<file path="src/rtl/conway_gen_scheduler_pkg.sv">
// conway_gen_scheduler_pkg: shared FSM state type, host register map and bit positions
// for the Conway generation scheduler.
package conway_gen_scheduler_pkg;
    typedef enum logic [2:0] {IDLE, START, RUN, WAIT_VB, SWAP} sched_state_t;

    localparam logic [2:0] REG_CTRL      = 3'd0;
    localparam logic [2:0] REG_GEN_LIMIT = 3'd1;
    localparam logic [2:0] REG_GEN_COUNT = 3'd2;
    localparam logic [2:0] REG_STATUS    = 3'd3;
    localparam logic [2:0] REG_SEED_ADDR = 3'd4;
    localparam logic [2:0] REG_SEED_LO   = 3'd5;
    localparam logic [2:0] REG_SEED_HI   = 3'd6;

    localparam int CTRL_RUN       = 0;
    localparam int CTRL_STEP      = 1;
    localparam int CTRL_SEED_MODE = 2;
    localparam int CTRL_CLR_GEN   = 3;

    localparam int STAT_BUSY     = 0;
    localparam int STAT_DISP     = 1;
    localparam int STAT_STEP     = 2;
    localparam int STAT_SEED_ERR = 3;
endpackage

</file>
<file path="src/rtl/conway_gen_scheduler_if.sv">
// conway_gen_scheduler_if: host register bus, accelerator handshake, video and seed-write
// signals of the generation scheduler.
interface conway_gen_scheduler_if #(
    parameter int ADDR_W = 16,
    parameter int DATA_W = 20
);
    logic              host_chipselect;
    logic              host_write;
    logic              host_read;
    logic [2:0]        host_address;
    logic [15:0]       host_writedata;
    logic [15:0]       host_readdata;
    logic              accel_start;
    logic              accel_src_sel;
    logic              accel_done;
    logic              vblank;
    logic              display_sel;
    logic              seed_we;
    logic [ADDR_W-1:0] seed_addr;
    logic [DATA_W-1:0] seed_data;

    modport master (
        output host_chipselect, host_write, host_read, host_address, host_writedata,
        output accel_done, vblank,
        input  host_readdata, accel_start, accel_src_sel, display_sel,
        input  seed_we, seed_addr, seed_data
    );

    modport slave (
        input  host_chipselect, host_write, host_read, host_address, host_writedata,
        input  accel_done, vblank,
        output host_readdata, accel_start, accel_src_sel, display_sel,
        output seed_we, seed_addr, seed_data
    );
endinterface

</file>
<file path="src/rtl/conway_gen_scheduler_regs.sv">
// conway_sched_regs: host register decode and storage, registered readback, step/clr_gen
// pulses and the seed commit path into the displayed grid.
module conway_sched_regs
    import conway_gen_scheduler_pkg::*;
#(
    parameter int ADDR_W = 16,
    parameter int DATA_W = 20,
    parameter int GEN_W  = 16
) (
    input  logic              clk,
    input  logic              reset,
    input  logic              cs_i,
    input  logic              wr_i,
    input  logic              rd_i,
    input  logic [2:0]        addr_i,
    input  logic [15:0]       wdata_i,
    output logic [15:0]       rdata_o,
    input  logic              idle_i,
    input  logic              disp_i,
    input  logic              start_i,
    input  logic              run_clr_i,
    input  logic [GEN_W-1:0]  gen_count_i,
    output logic              run_o,
    output logic              seed_mode_o,
    output logic              step_pending_o,
    output logic              clr_gen_o,
    output logic [GEN_W-1:0]  gen_limit_o,
    output logic              seed_we_o,
    output logic [ADDR_W-1:0] seed_addr_o,
    output logic [DATA_W-1:0] seed_data_o
);
    logic              run_q, run_d, seed_mode_q, seed_mode_d, step_q, step_d;
    logic              err_q, err_d, we_q, we_d;
    logic [GEN_W-1:0]  limit_q, limit_d;
    logic [ADDR_W-1:0] saddr_q, saddr_d, oaddr_q, oaddr_d;
    logic [15:0]       lo_q, lo_d, rdata_q, rdata_d, rmux;
    logic [DATA_W-1:0] odata_q, odata_d;
    logic              wr, w_ctrl, commit, commit_ok;

    assign wr        = cs_i && wr_i;
    assign w_ctrl    = wr && addr_i == REG_CTRL;
    assign commit    = wr && addr_i == REG_SEED_HI;
    assign commit_ok = commit && idle_i && seed_mode_q;
    assign clr_gen_o = w_ctrl && wdata_i[CTRL_CLR_GEN];

    always_comb begin
        rmux = '0;
        case (addr_i)
            REG_CTRL: begin
                rmux[CTRL_RUN]       = run_q;
                rmux[CTRL_SEED_MODE] = seed_mode_q;
            end
            REG_GEN_LIMIT: rmux = 16'(limit_q);
            REG_GEN_COUNT: rmux = 16'(gen_count_i);
            REG_STATUS: begin
                rmux[STAT_BUSY]     = !idle_i;
                rmux[STAT_DISP]     = disp_i;
                rmux[STAT_STEP]     = step_q;
                rmux[STAT_SEED_ERR] = err_q;
            end
            REG_SEED_ADDR: rmux = 16'(saddr_q);
            REG_SEED_LO:   rmux = lo_q;
            default: ;
        endcase
    end

    // A limit-reached clear at SWAP overrides a host CTRL write in the same cycle.
    always_comb begin
        run_d       = run_clr_i ? 1'b0 : w_ctrl ? wdata_i[CTRL_RUN] : run_q;
        seed_mode_d = w_ctrl ? wdata_i[CTRL_SEED_MODE] : seed_mode_q;
        step_d      = (w_ctrl && wdata_i[CTRL_STEP]) || (step_q && !start_i);
        limit_d     = (wr && addr_i == REG_GEN_LIMIT) ? GEN_W'(wdata_i) : limit_q;
        saddr_d     = (wr && addr_i == REG_SEED_ADDR) ? ADDR_W'(wdata_i) :
                      commit_ok ? saddr_q + ADDR_W'(1) : saddr_q;
        lo_d        = (wr && addr_i == REG_SEED_LO) ? wdata_i : lo_q;
        err_d       = (wr && addr_i == REG_STATUS) ? 1'b0 : (commit && !commit_ok) ? 1'b1 : err_q;
        we_d        = commit_ok;
        oaddr_d     = commit_ok ? saddr_q : oaddr_q;
        odata_d     = commit_ok ? DATA_W'({wdata_i[3:0], lo_q}) : odata_q;
        rdata_d     = (cs_i && rd_i) ? rmux : rdata_q;
    end

    always_ff @(posedge clk) begin
        if (reset) begin
            run_q       <= 1'b0;
            seed_mode_q <= 1'b0;
            step_q      <= 1'b0;
            err_q       <= 1'b0;
            we_q        <= 1'b0;
            limit_q     <= '0;
            saddr_q     <= '0;
            oaddr_q     <= '0;
            lo_q        <= '0;
            odata_q     <= '0;
            rdata_q     <= '0;
        end else begin
            run_q       <= run_d;
            seed_mode_q <= seed_mode_d;
            step_q      <= step_d;
            err_q       <= err_d;
            we_q        <= we_d;
            limit_q     <= limit_d;
            saddr_q     <= saddr_d;
            oaddr_q     <= oaddr_d;
            lo_q        <= lo_d;
            odata_q     <= odata_d;
            rdata_q     <= rdata_d;
        end
    end

    assign run_o          = run_q;
    assign seed_mode_o    = seed_mode_q;
    assign step_pending_o = step_q;
    assign gen_limit_o    = limit_q;
    assign seed_we_o      = we_q;
    assign seed_addr_o    = oaddr_q;
    assign seed_data_o    = odata_q;
    assign rdata_o        = rdata_q;
endmodule

</file>
<file path="src/rtl/conway_gen_scheduler.sv">
// conway_gen_scheduler: per-generation sequencer for the Conway accelerator; starts one pass
// per generation and swaps the displayed ping-pong buffer only inside vblank.
module conway_gen_scheduler
    import conway_gen_scheduler_pkg::*;
#(
    parameter int ADDR_W = 16,
    parameter int DATA_W = 20,
    parameter int GEN_W  = 16
) (
    input logic             clk,
    input logic             reset,
    conway_gen_scheduler_if.slave bus
);
    sched_state_t     state_q, state_d;
    logic             disp_q, disp_d, src_q, src_d;
    logic [GEN_W-1:0] gen_q, gen_d, gen_inc, gen_limit;
    logic             run, seed_mode, step_pending, clr_gen, limit_hit, idle;

    conway_sched_regs #(.ADDR_W(ADDR_W), .DATA_W(DATA_W), .GEN_W(GEN_W)) u_regs (
        .clk            (clk),
        .reset          (reset),
        .cs_i           (bus.host_chipselect),
        .wr_i           (bus.host_write),
        .rd_i           (bus.host_read),
        .addr_i         (bus.host_address),
        .wdata_i        (bus.host_writedata),
        .rdata_o        (bus.host_readdata),
        .idle_i         (idle),
        .disp_i         (disp_q),
        .start_i        (state_q == START),
        .run_clr_i      (limit_hit),
        .gen_count_i    (gen_q),
        .run_o          (run),
        .seed_mode_o    (seed_mode),
        .step_pending_o (step_pending),
        .clr_gen_o      (clr_gen),
        .gen_limit_o    (gen_limit),
        .seed_we_o      (bus.seed_we),
        .seed_addr_o    (bus.seed_addr),
        .seed_data_o    (bus.seed_data)
    );

    always_ff @(posedge clk) begin
        if (reset) begin
            state_q <= IDLE;
            disp_q  <= 1'b0;
            src_q   <= 1'b0;
            gen_q   <= '0;
        end else begin
            state_q <= state_d;
            disp_q  <= disp_d;
            src_q   <= src_d;
            gen_q   <= gen_d;
        end
    end

    always_comb begin
        state_d = state_q;
        case (state_q)
            IDLE:    state_d = (!seed_mode && (run || step_pending)) ? START : IDLE;
            START:   state_d = RUN;
            RUN:     state_d = bus.accel_done ? WAIT_VB : RUN;
            WAIT_VB: state_d = bus.vblank ? SWAP : WAIT_VB;
            SWAP:    state_d = (run && !limit_hit) ? START : IDLE;
            default: state_d = IDLE;
        endcase
    end

    // The source buffer is captured on entry to START so it is already valid with accel_start.
    assign gen_inc   = gen_q + GEN_W'(1);
    assign limit_hit = state_q == SWAP && gen_limit != '0 && gen_inc >= gen_limit;

    always_comb begin
        disp_d = (state_q == SWAP) ? !disp_q : disp_q;
        gen_d  = (state_q == SWAP) ? gen_inc : (idle && clr_gen) ? '0 : gen_q;
        src_d  = (state_d == START) ? disp_d : src_q;
    end

    always_comb begin
        idle              = state_q == IDLE;
        bus.accel_start   = state_q == START;
        bus.accel_src_sel = src_q;
        bus.display_sel   = disp_q;
    end
endmodule

</file>
<file path="src/flat_wrapper.sv">
// flat-port wrapper written by rule: the top's interface ports become plain ports
module conway_gen_scheduler_flat import conway_gen_scheduler_pkg::*;
#(
    parameter int ADDR_W = 16,
    parameter int DATA_W = 20,
    parameter int GEN_W  = 16
)
  (clk, reset, bus_host_chipselect, bus_host_write, bus_host_read, bus_host_address, bus_host_writedata, bus_accel_done, bus_vblank, bus_host_readdata, bus_accel_start, bus_accel_src_sel, bus_display_sel, bus_seed_we, bus_seed_addr, bus_seed_data);
  conway_gen_scheduler_if #(.ADDR_W(ADDR_W), .DATA_W(DATA_W)) bus_i ();
  input logic clk;
  input logic reset;
  input wire logic [$bits(bus_i.host_chipselect)-1:0] bus_host_chipselect;
  input wire logic [$bits(bus_i.host_write)-1:0] bus_host_write;
  input wire logic [$bits(bus_i.host_read)-1:0] bus_host_read;
  input wire logic [$bits(bus_i.host_address)-1:0] bus_host_address;
  input wire logic [$bits(bus_i.host_writedata)-1:0] bus_host_writedata;
  input wire logic [$bits(bus_i.accel_done)-1:0] bus_accel_done;
  input wire logic [$bits(bus_i.vblank)-1:0] bus_vblank;
  output wire logic [$bits(bus_i.host_readdata)-1:0] bus_host_readdata;
  output wire logic [$bits(bus_i.accel_start)-1:0] bus_accel_start;
  output wire logic [$bits(bus_i.accel_src_sel)-1:0] bus_accel_src_sel;
  output wire logic [$bits(bus_i.display_sel)-1:0] bus_display_sel;
  output wire logic [$bits(bus_i.seed_we)-1:0] bus_seed_we;
  output wire logic [$bits(bus_i.seed_addr)-1:0] bus_seed_addr;
  output wire logic [$bits(bus_i.seed_data)-1:0] bus_seed_data;
  assign bus_i.host_chipselect = bus_host_chipselect;
  assign bus_i.host_write = bus_host_write;
  assign bus_i.host_read = bus_host_read;
  assign bus_i.host_address = bus_host_address;
  assign bus_i.host_writedata = bus_host_writedata;
  assign bus_i.accel_done = bus_accel_done;
  assign bus_i.vblank = bus_vblank;
  assign bus_host_readdata = bus_i.host_readdata;
  assign bus_accel_start = bus_i.accel_start;
  assign bus_accel_src_sel = bus_i.accel_src_sel;
  assign bus_display_sel = bus_i.display_sel;
  assign bus_seed_we = bus_i.seed_we;
  assign bus_seed_addr = bus_i.seed_addr;
  assign bus_seed_data = bus_i.seed_data;
  conway_gen_scheduler #(.ADDR_W(ADDR_W), .DATA_W(DATA_W), .GEN_W(GEN_W)) u_core (.clk(clk), .reset(reset), .bus(bus_i));
endmodule
</file>
<file path="config.mk">
export PLATFORM = sky130hd
export DESIGN_NAME = conway_gen_scheduler_flat
export DESIGN_NICKNAME = d
export VERILOG_FILES = /design/src/rtl/conway_gen_scheduler_pkg.sv /design/src/rtl/conway_gen_scheduler_if.sv /design/src/rtl/conway_gen_scheduler_regs.sv /design/src/rtl/conway_gen_scheduler.sv /design/src/flat_wrapper.sv
export SDC_FILE = /design/constraint.sdc
export NUM_CORES = 1
export LEC_CHECK = 0
export BUFFER_PORTS_ARGS = -buffer_cell sky130_fd_sc_hd__clkbuf_2
export CORE_MARGIN = 2
export CORE_UTILIZATION = 52
export DETAILED_ROUTE_END_ITERATION = 12
export GPL_ROUTABILITY_DRIVEN = 0
export GPL_TIMING_DRIVEN = 0
export PLACE_DENSITY = 0.77
export SETUP_SLACK_MARGIN = 0.3
export SLEW_MARGIN = 20
export SYNTH_ARGS = -nofsm -noshare
export SYNTH_HDL_FRONTEND = slang
export SYNTH_HIERARCHICAL = 1
export SYNTH_SLANG_ARGS = --single-unit
</file>
<file path="constraint.sdc">
create_clock -name clk -period 2.6 [get_ports clk]
set_input_delay 0.52 -clock clk [delete_from_list [all_inputs] [get_ports clk]]
set_output_delay 0.52 -clock clk [all_outputs]
set_load 0.05 [all_outputs]
</file>
# After elaboration in Yosys (flattened, before gate mapping)
# Cells that the tools add are included.
[word_totals]
reg_bits = 126
output_inout_bits = 56
word_cells = 78
input_bits = 26
[classes]
order_cmp = 1
n_mux = 15
reduce_logical = 34
addsub = 2
eq_ne = 11
[ops]
columns = ["op", "n"]
rows = [
  ["16-bit 2-to-1 mux", 4],
  ["12-bit one-hot mux with 4 select lines", 1],
  ["16-bit by 1-bit adder with 16-bit output (second input constant)", 2],
  ["1-bit logical AND", 19],
  ["16-bit >= comparator", 1],
  ["16-bit nonzero test", 1],
  ["3-bit one-hot mux with 5 select lines", 1],
  ["3-bit by 2-bit equality test with 1-bit output (second input constant)", 4],
  ["3-bit equality test (second input constant)", 4],
  ["1-bit one-hot mux with 6 select lines", 2],
  ["1-bit one-hot mux with 5 select lines", 2],
  ["3-bit by 1-bit equality test with 1-bit output (second input constant)", 3],
  ["1-bit zero test", 6],
  ["3-bit zero test", 2],
  ["1-bit 2-to-1 mux", 4],
  ["2-bit nonzero test", 2],
  ["2-bit OR reduction", 2],
  ["3-bit 2-to-1 mux", 1],
  ["1-bit logical OR", 2],
]

# Logic depth before layout (Yosys ltp)
[logic_depth]
ltp_word = 8
mapped_depth = 13
ltp_nobuf = 12

# Modules after synthesis
# Netlist, hierarchy kept.
[modules_own_cells]
columns = ["module", "instances", "area_per_inst_um2", "seq_area_each_um2", "cells_each"]
rows = [
  ["conway_sched_regs", 1, 4544.4, 2102.0, 565],
  ["conway_gen_scheduler", 1, 1722.9, 420.4, 219],
]

# Worst setup path before layout
# Ideal clock, no wire load.
[synth_path]
path_kind = "register to register"
startpoint = "register u_core.gen_q[0]"
endpoint = "register u_core.src_q, in the netlist u_core/bus.accel_src_sel"
arrival_ns = 2.585
n_path_buf = 1
stages_incl_launch_ff = 13
setup_time_ns = 0.066
path_slack_ns = -0.051
required_ns = 2.534
synth_period_minus_slack_ns = 2.651
path_cell_list = "dfxtp_1 ha_1 clkbuf_1 nand4_1 nor4_2 xor2_1 ha_1 nand4_1 nor3_1 a32oi_1 nand2_1 mux2_4 a21oi_2"
[synth_via]
elab_chain_len = 8
[synth_lines]
columns = ["element", "line_no", "source"]
rows = [
  ["start: declaration", "conway_gen_scheduler.sv:16", "logic [GEN_W-1:0] gen_q, gen_d, gen_inc, gen_limit;"],
  ["start signal: assignment", "conway_gen_scheduler.sv:53", "gen_q <= gen_d;"],
  ["16-bit by 1-bit adder with 16-bit output", "conway_gen_scheduler.sv:70", "assign gen_inc = gen_q + GEN_W'(1);"],
  ["16-bit >= comparator", "conway_gen_scheduler.sv:71", "assign limit_hit = state_q == SWAP && gen_limit != '0 && gen_inc >= gen_limit;"],
  ["1-bit logical AND", "conway_gen_scheduler.sv:71", ""],
  ["1-bit zero test", "conway_gen_scheduler.sv:64", "SWAP: state_d = (run && !limit_hit) ? START : IDLE;"],
  ["1-bit logical AND", "conway_gen_scheduler.sv:64", ""],
  ["1-bit 2-to-1 mux", "conway_gen_scheduler.sv:64", ""],
  ["3-bit one-hot mux with 5 select lines", "conway_gen_scheduler.sv:59", "case (state_q)"],
  ["3-bit by 1-bit equality test with 1-bit output", "conway_gen_scheduler.sv:76", "src_d = (state_d == START) ? disp_d : src_q;"],
  ["end signal: assignment", "conway_gen_scheduler.sv:52", "src_q <= src_d;"],
  ["end: declaration", "conway_gen_scheduler.sv:15", "logic disp_q, disp_d, src_q, src_d;"],
]
# Every way passes these cells.
# A chain may end at the register's enable or synchronous reset.

# Worst setup path in the final report
[layout_path]
startpoint = "register u_core.gen_q[1]"
endpoint = "register u_core.src_q, in the netlist u_core/bus.accel_src_sel"
# The elaborated chain is that of the path after synthesis.

==> summary.txt <==
Worst setup path
  • RR Startpoint: u_core/gen_q[1]$_SDFFE_PP0P_
  • Crit path required time: 2960 ps
  • Reg-to-Reg End: u_core/bus.accel_src_sel$_SDFFE_PP0N_
  • Crit path launch type: flip-flop
  • Worst setup EP type: flip-flop
  • Slowest cell on the critical path: dfxtp_4
  • CP max stage delay: 370 ps
  • R2R cell count: 12
  • WS Path Type: reg2reg
  • Register-to-register setup slack: -210 ps
  • Critical path peak fanout: 5
  • Arrival time worst endpoint: 3160 ps
  • Worst Setup EP: u_core/bus.accel_src_sel$_SDFFE_PP0N_
  • Crit-path most repeated cell: nand4_1
  • Setup crit start: u_core/gen_q[1]$_SDFFE_PP0P_
  • Cells along the critical path: ha_4 -> buf_8 -> nand4_1 -> nor4_4 -> xor2_1 -> ha_1 -> nand4_1 -> o21bai_1 -> a211oi_2 -> nand2_1 -> mux2_4 -> a21oi_2

Power
  • Worst vdd ir: between 0.0004 and 0.0005 V
  • PwrDens: 589 nW/µm²
  • Leakage: 2.86 nW

Floorplan
  • Initial core utilization: 0.526
  • Die H: around 110 µm
  • Die width: about 110 µm
  • I/O Pins: 82
  • Die area: 12900 µm²
  • FP Rows: 40
  • Core ar.: 11900 µm²

Layout
  • Antenna cells: 0
  • Most common cell after layout, fill and taps aside: nand2_1
  • Final nets: 943
  • Layout cell share with drive strength beyond 1: 0.200
  • Most frequent cells in the layout: 174 x nand2_1, 118 x dfxtp_1, 91 x a21oi_1
  • Area Overhead vs Synth: 22.6%
  • Final instance area: 7680 µm²

Yosys
  • #FFs+latches synth: around 130
  • Post-synth EDFFs: 0
  • Synth Flop Type: dfxtp_1
  • Synthesis warning total: 6
  • Syn Inst Count: 784
  • Fraction of registers with async set/reset: 0
  • Post-Syn Area: 6270 µm²
  • Mean Syn Cell Area: 7.99 µm²
  • Synthesized net count: 828
  • Unique masters post-synth: 66
  • Post-synthesis sequential area ratio: 0.402

Clock network
  • CTS root buffer: clkbuf_16
  • CTS H-Tree Depth: 4
  • Clock latency on the worst-skew pair: 420 ps
  • CTS Buf Count: 17
  • Clk slew on worst S/H paths: around 50 ps
  • Clock sinks: 126
  • CTS tree: built
  • Clock tree buffer depth: 2
  • # hold bufs at CTS: 0

Placement
  • IO buf count: 80
  • DP HPWL: 13500 µm
  • Placement Cell Area: 6890 µm²

Detailed routing
  • 1st-pass router iterations: 6
  • Final ANT Viol Nets: 0
  • Vias: ~6.4k
  • Residual DRC count: 0
  • Avg WL per Cell: approximately 18 µm
  • Initial DRC Count: about 870
  • Detailed Route WL: between 15000 and 20000 µm
  • Vias per cell: ~6.0

STA
  • Post-route clock period utilization: 1.08
  • Worst Setup Slack, final: -207 ps
  • Hold Slack: 376 ps
  • Final Skew: about 7.2 ps
  • FMAX: roughly 360 MHz
  • Least-Margin Pin Slew: 808 ps
  • Crit path time final: between 2000 and 3000 ps
  • Final setup viols: 3
  • Max-slew violations: 0
  • Final Hold Fails: 0
  • Unrepaired setup endpoints after global routing: true
  • Worst rel slew slack: 0.457

GRT
  • First-pass GRT wire length: 29800 µm
  • Vias in the first global route: approximately 5.7k
  • Initial antenna violation count: 0
  • Grt ovf: 0
  • GRT Util Overall: 0.296
  • M3 GR Usage: 0.0526
  • Largest net degree at the start of global routing: 17
  • Grt met2 use: 0.441
  • Most Crowded Layer GR: met2
  • GR Util met1: 0.425

Job
  • Max_cap viols: 0

Outcome
  • Failing checks: negative setup slack
  • Status: complete, but fails checks

Hold path
  • Worst hold path type: in2reg
==> layer usage <==
layer,vias up,routed length (µm)
met5,-,0
met4,0,421
met3,36,1960
met2,351,8310
met1,2968,8170
li1,3010,-
==> logic make-up after synthesis <==
kind of cell    count (synthesis)  synth area share
flops                         126             0.402
mux                            22            0.0363
xor+xnor                       18            0.0252
fa+ha+maj                      18            0.0359
compound gates                204             0.202
simple gates                  316             0.241
buf+inv                        80            0.0571
==> synthesized netlist by cell type, types with 3 or more instances <==
cell	count	area, µm²
and2_1	5	31.3
o22ai_1	13	81.3
nand3_1	11	55.1
a21oi_1	91	455
or2_2	3	18.8
nor3_1	19	95.1
o211ai_1	5	37.5
a22o_1	13	114
ha_1	18	225
nand4_1	11	68.8
a21o_1	4	30.0
or3_1	11	68.8
clkbuf_1	38	143
a31oi_1	15	93.8
o21ai_0	16	80.1
a22oi_1	22	165
and4_1	3	26.3
nor4_1	7	43.8
nor2_1	34	128
nand2_1	174	653
nor2b_1	5	31.3
a211oi_1	5	37.5
inv_1	24	90.1
xnor2_1	14	123
nand3b_1	6	45.0
nor2_4	3	33.8
clkbuf_8	3	41.3
buf_2	12	60.1
dfxtp_1	126	2520
mux2i_1	19	190
a32oi_1	5	43.8
xor2_1	4	35.0
and3_1	6	37.5
==> registers in the layout (all words and copies together) (netlist names) <==
register / flops
u_core/bus.accel_src_sel: 1
u_core/bus.display_sel: 1
u_core/gen_q: 16
u_core/state_q: 3
u_core/u_regs/err_q: 1
u_core/u_regs/gen_limit_o: 16
u_core/u_regs/lo_q: 16
u_core/u_regs/rdata_o: 16
u_core/u_regs/run_o: 1
u_core/u_regs/saddr_q: 16
u_core/u_regs/seed_addr_o: 16
u_core/u_regs/seed_data_o: 20
u_core/u_regs/seed_mode_o: 1
u_core/u_regs/seed_we_o: 1
u_core/u_regs/step_pending_o: 1
==> final cells by class <==
class	instances	area, µm²
multi-input combinational	578	3480
fill	1039	4230
sequential	126	2550
tap	147	184
timing repair buffer	96	524
buffer	56	279
clock inverter	10	114
clock buffer	20	468
inverter	24	90.1
==> power by group <==
group,leakage (nW),internal [mW],switching [mW]
Clock,0.287,1.48,0.851
Sequential,1.02,1.94,0.0171
Combinational,1.55,0.0719,0.171
==> metrics by stage <==
step	utilization	std cells	worst slack (ps)	setup TNS, ps	power [mW]
after floorplan	-	784	157	0	2.14
after global placement	0.578	1011	-329	-843	2.23
after detailed placement	0.578	1011	-316	-1120	2.23
after CTS	0.638	1050	-160	-429	4.54
after global routing	0.645	1057	-371	-994	4.67
final	0.645	1057	-207	-458	4.53
==> critical path: cells and delay by family (launching register included) <==
family          cells  cell delay [ps]
simple gates        4              810
compound gates      3              520
fa+ha+maj           2              410
flops               1              370
mux                 1              320
xor+xnor            1              210
buf+inv             1              100
==> worst min-delay path by stage <==
| stage | cells after the start | slack [ps] | start | end |
|---|---|---|---|---|
| CTS | 3 | 360 | bus_host_writedata[13] | u_core/u_regs/gen_limit_o[13]$_SDFFE_PP0P_ |
| finish | 3 | 380 | bus_host_writedata[14] | u_core/u_regs/gen_limit_o[14]$_SDFFE_PP0P_ |
| detailed placement | 2 | 450 | u_core/u_regs/seed_addr_o[0]$_SDFFE_PP0P_ | u_core/u_regs/seed_addr_o[0]$_SDFFE_PP0P_ |
| global placement | 2 | 450 | u_core/u_regs/seed_data_o[4]$_SDFFE_PP0P_ | u_core/u_regs/seed_data_o[4]$_SDFFE_PP0P_ |
| global route | 3 | 380 | bus_host_writedata[13] | u_core/u_regs/lo_q[13]$_SDFFE_PP0P_ |
| floorplan | 2 | 440 | u_core/u_regs/lo_q[10]$_SDFFE_PP0P_ | u_core/u_regs/seed_data_o[10]$_SDFFE_PP0P_ |
==> timing repair <==
action	CTS	global route
setup endpoints to repair	16	28
resized for setup	16	8
endpoints found under the hold margin	0	0
pin swaps	5	11
gates cloned	0	0
setup buffers	9	7
Note: power is estimated with default switching activity, not from simulation.
